`src/rtl/button_debouncer.sv`:
```
// Multi-channel pushbutton debouncer: 2-flop synchroniser, shared sample-tick
// prescaler and a per-channel stability counter gating each output flip.
module button_debouncer #(
  parameter int WIDTH        = 4,
  parameter int TICK_DIV     = 1000,
  parameter int STABLE_TICKS = 10
) (
  input  logic             clk,
  input  logic             reset,
  input  logic [WIDTH-1:0] btn_in,
  output logic [WIDTH-1:0] btn_out,
  output logic [WIDTH-1:0] btn_changed
);

  localparam int PW = (TICK_DIV > 1) ? $clog2(TICK_DIV) : 1;
  localparam int CW = (STABLE_TICKS > 1) ? $clog2(STABLE_TICKS + 1) : 1;

  typedef enum logic {
    ST_STABLE  = 1'b0,
    ST_PENDING = 1'b1
  } chan_state_e;

  logic [WIDTH-1:0] r_sync1;
  logic [WIDTH-1:0] r_sync2;
  logic [PW-1:0]    r_presc;
  logic [CW-1:0]    r_cnt [WIDTH];
  logic [WIDTH-1:0] r_out;
  logic [WIDTH-1:0] r_chg;

  logic             w_tick;
  logic [PW-1:0]    w_presc_nxt;
  chan_state_e      w_state   [WIDTH];
  logic [CW-1:0]    w_cnt_nxt [WIDTH];
  logic [WIDTH-1:0] w_out_nxt;
  logic [WIDTH-1:0] w_chg_nxt;

  assign w_tick      = (r_presc == PW'(TICK_DIV - 1));
  assign w_presc_nxt = w_tick ? '0 : r_presc + PW'(1);

  always_ff @(posedge clk or posedge reset) begin
    if (reset) begin
      r_sync1 <= '0;
      r_sync2 <= '0;
      r_presc <= '0;
      r_out   <= '0;
      r_chg   <= '0;
      for (int unsigned i = 0; i < WIDTH; i++) begin
        r_cnt[i] <= '0;
      end
    end else begin
      r_sync1 <= btn_in;
      r_sync2 <= r_sync1;
      r_presc <= w_presc_nxt;
      r_out   <= w_out_nxt;
      r_chg   <= w_chg_nxt;
      for (int unsigned i = 0; i < WIDTH; i++) begin
        r_cnt[i] <= w_cnt_nxt[i];
      end
    end
  end

  // State is implied by the counter: zero means the output agrees with input.
  always_comb begin
    w_out_nxt = r_out;
    w_chg_nxt = '0;
    for (int unsigned i = 0; i < WIDTH; i++) begin
      w_state[i]   = (r_cnt[i] == '0) ? ST_STABLE : ST_PENDING;
      w_cnt_nxt[i] = r_cnt[i];
      if (w_tick) begin
        unique case (w_state[i])
          ST_STABLE: begin
            if (r_sync2[i] != r_out[i]) begin
              if (STABLE_TICKS == 1) begin
                w_out_nxt[i] = r_sync2[i];
                w_chg_nxt[i] = 1'b1;
              end else begin
                w_cnt_nxt[i] = CW'(1);
              end
            end
          end
          ST_PENDING: begin
            if (r_sync2[i] == r_out[i]) begin
              w_cnt_nxt[i] = '0;
            end else if (r_cnt[i] == CW'(STABLE_TICKS - 1)) begin
              w_out_nxt[i] = r_sync2[i];
              w_chg_nxt[i] = 1'b1;
              w_cnt_nxt[i] = '0;
            end else begin
              w_cnt_nxt[i] = r_cnt[i] + CW'(1);
            end
          end
          default: w_cnt_nxt[i] = '0;
        endcase
      end
    end
  end

  assign btn_out     = r_out;
  assign btn_changed = r_chg;

endmodule

```
`config.mk`:
```
export PLATFORM = sky130hd
export DESIGN_NAME = button_debouncer
export DESIGN_NICKNAME = d
export VERILOG_FILES = /design/src/rtl/button_debouncer.sv
export SDC_FILE = /design/constraint.sdc
export NUM_CORES = 1
export LEC_CHECK = 0
export CAP_MARGIN = 0
export CORE_MARGIN = 8
export CORE_UTILIZATION = 52
export DETAILED_ROUTE_END_ITERATION = 8
export MAX_ROUTING_LAYER = met4
export PLACE_DENSITY_LB_ADDON = 0.05
export SLEW_MARGIN = 20
export SYNTH_ARGS = -nofsm -noshare
export SYNTH_HDL_FRONTEND = slang
export SYNTH_SLANG_ARGS = --single-unit
```
`constraint.sdc`:
```
create_clock -name clk -period 2.1 [get_ports clk]
set_clock_uncertainty 0.2 [all_clocks]
set_input_delay 0.315 -clock clk [delete_from_list [all_inputs] [get_ports clk]]
set_output_delay 0.315 -clock clk [all_outputs]
set_load 0.005 [all_outputs]
```
-- After elaboration in Yosys (flattened, before gate mapping)
Index checks and enable logic that the tools add are counted.
- bitwise gates (word level): 8
- $mul: 0
- div/mod/pow operators: 0
- add/sub/neg operators: 5
- magnitude comparators: 0
- muxes and demuxes: 37
- shifts and indexed selects: 0
- equality and inequality tests: 17
- reductions and logical operators: 12
- operators by type and width (operator ; number):
    4-bit two-way mux ; 12
    4-bit case mux with 2 select lines ; 4
    1-bit two-way mux ; 20
    4-bit by 1-bit adder with 4-bit output (second input constant) ; 4
    4-bit == test (second input constant) ; 4
    4-bit zero test ; 4
    4-bit AND reduction ; 4
    10-bit by 1-bit adder with 10-bit output (second input constant) ; 1
    10-bit == test (second input constant) ; 1
    10-bit two-way mux ; 1
    2-bit by 1-bit inequality test with 1-bit output (second input constant) ; 4
    1-bit NOT ; 8
    2-bit AND reduction ; 4
    1-bit == test ; 4
    1-bit inequality test ; 4
- latch bits: 0
- memory bits (writable): 0
- bits of input ports: 6
- bits in read-only memories: 0
- output and inout port bits: 8
- register bits after elaboration: 42
- memories kept: 0

-- Logic depth before layout (Yosys ltp)
- depth in word-level cells: 5
- mapped depth: 7
- gate-level depth less buffers: 6

-- Worst setup path before layout
Ideal clock, no wire load.
- path type: reg-to-reg
- start: register r_presc[0]
- end: register r_out[2] (netlist: btn_out[2])
- data required time: 1.775 ns
- data arrival time: 1.602 ns
- path buffers: 0
- library setup time: 0.125 ns
- slack: 0.173 ns
- cell stages (with the launch flop): 6
- cell sequence: dfrtp_1 ha_1 and4b_4 nor3b_4 nand4b_2 mux2_4
- cells in the longest elaborated chain, start to end: 2
- RTL lines (what ; RTL line ; RTL):
    from (decl) ; 25 ; logic [PW-1:0] r_presc;
    from (signal assigned) ; 53 ; r_presc <= w_presc_nxt;
    10-bit == test ; 37 ; assign w_tick = (r_presc == PW'(TICK_DIV - 1));
    4-bit AND reduction (no line) ; - ;
    to (signal assigned) ; 54 ; r_out <= w_out_nxt;
    to (decl) ; 27 ; logic [WIDTH-1:0] r_out;
No other way between the ends.
A chain may end at the register's enable or synchronous reset.

-- Worst setup path after layout
- start: register r_presc[0]
- end: register r_cnt[15] in the netlist's numbering
- cells in the longest elaborated chain, start to end: 2
- RTL lines (what ; RTL line ; RTL):
    10-bit == test ; 37 ;
    2-bit AND reduction (no line) ; - ;
    to (signal, indexed assignment) ; 57 ; r_cnt[i] <= w_cnt_nxt[i];
    to (decl) ; 26 ; logic [CW-1:0] r_cnt [WIDTH];
No other way between the ends.

==> impl_results.md <==
* Highest clock rate at about 0.49 GHz
* Port Buffers at 13
* Share of layout cells above drive strength 1 at 16.45%
* Post-synth EDFFs at 0
* Flops & latches, synth at 42
* Clock H-tree levels at 2
* Synth warn at 0
* Relative slew slack at between 70% and 80%
* TNS Setup at 0 ns
* CP endpoint kind: register
* Worst-path clk slew at 0.08 ns
* Cell count after synthesis at about 200
* Net switching power at 0.2782 mW
* Worst endpoint required time at 2.09 ns
* Crit path arrival time at between 2 and 2.5 ns
* Crit-path cells: ha_1 > and4b_4 > nand3b_4 > or3_1 > o31ai_2
* Ys async rst share at 100.0%
* Crit share post-route at 96.87%
* Die area at 6402 µm²
* I/O pins at 14
* Leak at 1.156 nW
* Drt initial violations at 78
* First-pass iteration count of the detailed router at 4
* Initial antenna violation count at 0
* Max Slew Vio Count at 0
* Die Ht at 80.02 µm
* P per Cell Area at ~550 nW/µm²
* CP peak stage delay at 0.44 ns
* First-pass GRT wire length at 7.072 mm
* Most numerous cell in the Yosys netlist: dfrtp_1
* Post-Place Worst Slack at 0.05490 ns
* P_int at 1.086 mW
* Hold_sp: r_sync1[0]$_DFF_PP0_
* Detail Placement HPWL at 2.919 mm
* Drt via density at 5.612
* CTS buffer count at 5
* DR WL/cell at ~14 µm
* Ys flop type: dfrtp_1
* Final WL at a little over 4 mm
* Number of global-route vias before repair at 1564
* Worst Path Max Fanout at 12
* Clock Tree Buf Depth at 2
* Cell taking the most area after synthesis: dfrtp_1
* Remaining antenna violation count at 0
* Crit. Startpoint: r_presc[0]$_DFF_PP0_
* Sw Share at 20.40%
* Total GRT Usage at ~14%
* Mapped Avg Cell Area at roughly 10 µm²
* Core box area at 3971 µm²
* Max-Cap Viols at 0
* Final Hold Vio Count at 0
* Crit-path slowest cell: or3_1
* Grt total ovfl at 0
* Sequential area share after synthesis at 49.32%
* Logic gate share of total power at under 10%
* Worst-Skew Late Latency at 0.29 ns
* Placed cell count at 269
* Largest net degree at the start of global routing at 25
* CP Class: reg2reg
* Min Tclk post-route at roughly 2.0 ns
* Setup crit start kind: register
* Area delta synth->final at 17.32%
* Hold WC Path Type: reg2reg
* FF-to-FF Start: r_presc[0]$_DFF_PP0_
* RSZ-0062 raised after global routing: no
* Gpl congestion at 0.8119
* Die W at approximately 80 µm
* Synth cell count leaders: dfrtp_1 (42), nor2_1 (20), nand2_1 (13), o21ai_0 (13), inv_1 (11)
* Endpoints failing setup at 0
* Status: finished clean
* Syn_nets at 219
* Starting Density at 53.65%
* Final core occ at between 60 and 70%
* Vias post-DR at 1577
* Sink Count at 42
* Row count at 23
* DR DRC count at 0
* Sequential share of power at 60.2%
* Worst Slack Setup Final at between 0.06 and 0.07 ns
* Clk pwr share at 36.8%
* Final Total Pwr at 1.364 mW
* Syn Std Cell Area at ~2100 µm²
* Antenna Cells at 0
* CTS root buffer: clkbuf_8
* Yosys top cell area share at 49.32%
* Post-layout net count at 248
* Slew @ Worst Pin at 0.3886 ns
* Worst vdd ir at 0.2966 mV
* Final Non-Filler Cells at about 280
* Synth cell types at 43
* Synth area leaders: dfrtp_1 (49%), ha_1 (5.9%), nor2_1 (3.5%), o21ai_0 (3.1%), xnor2_1 (2.9%)
* CTS tree: built
## worst paths after layout
check                                         to  slack [ns]  cells after the start
min in group asynchronous   r_presc[2]$_DFF_PP0_        0.18                      3
hold reg to reg             r_sync2[0]$_DFF_PP0_        0.15                      0
setup / recovery           r_cnt[15]$_DFFE_PP0P_        0.07                      5
setup reg to reg           r_cnt[15]$_DFFE_PP0P_        0.07                      5
hold / removal              r_sync2[0]$_DFF_PP0_        0.15                      0
max in group asynchronous   r_cnt[1]$_DFFE_PP0P_        1.24                      3
## through the flow
stage / hold WS, ns / area (µm²)
after detailed placement: 0.1394 / 2352
after global routing: 0.1619 / 2500
after CTS: 0.1578 / 2435
after floorplan: 0.1312 / 2131
after global placement: 0.1324 / 2352
final: 0.1528 / 2500
## routing by layer
metal | global-route usage, % | up-vias | share of wire, %
met5 | - | - | 0
met4 | 3.818 | 0 | 0.84
met3 | 4.167 | 4 | 3.8
met2 | 23.44 | 28 | 52
met1 | 16.07 | 780 | 44
li1 | - | 765 | -
## worst max-delay path: cells and delay by family, from the launching register on
family | cells | cell delay, ns
and+or+nand+nor | 3 | 0.88
DFF | 1 | 0.41
AOI/OAI and AO/OA | 1 | 0.22
adders and majority gates | 1 | 0.21
## cell type report
class / count / area, µm²
fill: 336 / 1471
clock buffer: 6 / 82.58
sequential: 42 / 1051
timing repair buffer: 26 / 231.5
inverter: 11 / 41.29
multi-input combinational: 146 / 1031
tap: 50 / 62.56
## cells in the final DEF, fill, tap and decap left out, types with 3 or more instances in the layout
cell type | synthesis | routed
ha_1 | 10 | 10
nor3_1 | 8 | 8
xnor2_1 | 7 | 7
nor2_1 | 20 | 20
a21oi_1 | 8 | 8
nand4b_1 | 3 | 3
o21ai_0 | 13 | 13
mux2_2 | 3 | 3
nand2b_1 | 8 | 8
clkbuf_8 | 0 | 6
clkdlybuf4s50_1 | 0 | 13
nand2_1 | 13 | 13
or3_1 | 3 | 3
inv_1 | 11 | 11
xor2_1 | 7 | 7
buf_4 | 0 | 12
dfrtp_1 | 42 | 42
nand3_1 | 10 | 10
## repair_timing
action                     in CTS  in global routing
setup buffers                   0                  6
setup endpoints to repair       0                  7
hold buffers                    0                  0
gates resized for setup         0                  4
hold endpoints to repair        0                  0
## power groups by stage
| stage | logic, mW | registers [mW] | clock network [mW] |
|---|---|---|---|
| after floorplan | 0.0233 | 0.836 | 0 |
| after global placement | 0.0414 | 0.837 | 0 |
| after detailed placement | 0.0430 | 0.837 | 0 |
| after CTS | 0.0429 | 0.822 | 0.516 |
| after global routing | 0.0478 | 0.822 | 0.551 |
| final | 0.0411 | 0.821 | 0.501 |
## logic make-up (layout without fill, tap and decap cells)
logic type | count (synthesis) | in the layout | synth area share, %
fa+ha+maj | 10 | 10 | 5.872
xor+xnor | 14 | 14 | 5.755
flops | 42 | 42 | 49.32
compound gates | 37 | 37 | 11.10
buf+inv | 15 | 43 | 3.053
mux | 6 | 6 | 3.229
simple gates | 79 | 79 | 21.67
## flip-flops by register name (all words and copies together) (netlist names)
name and cells:
btn_out 4, btn_changed 4, r_sync1 4, r_cnt 16, r_sync2 4, r_presc 10
Note: power is estimated with default switching activity, not from simulation.
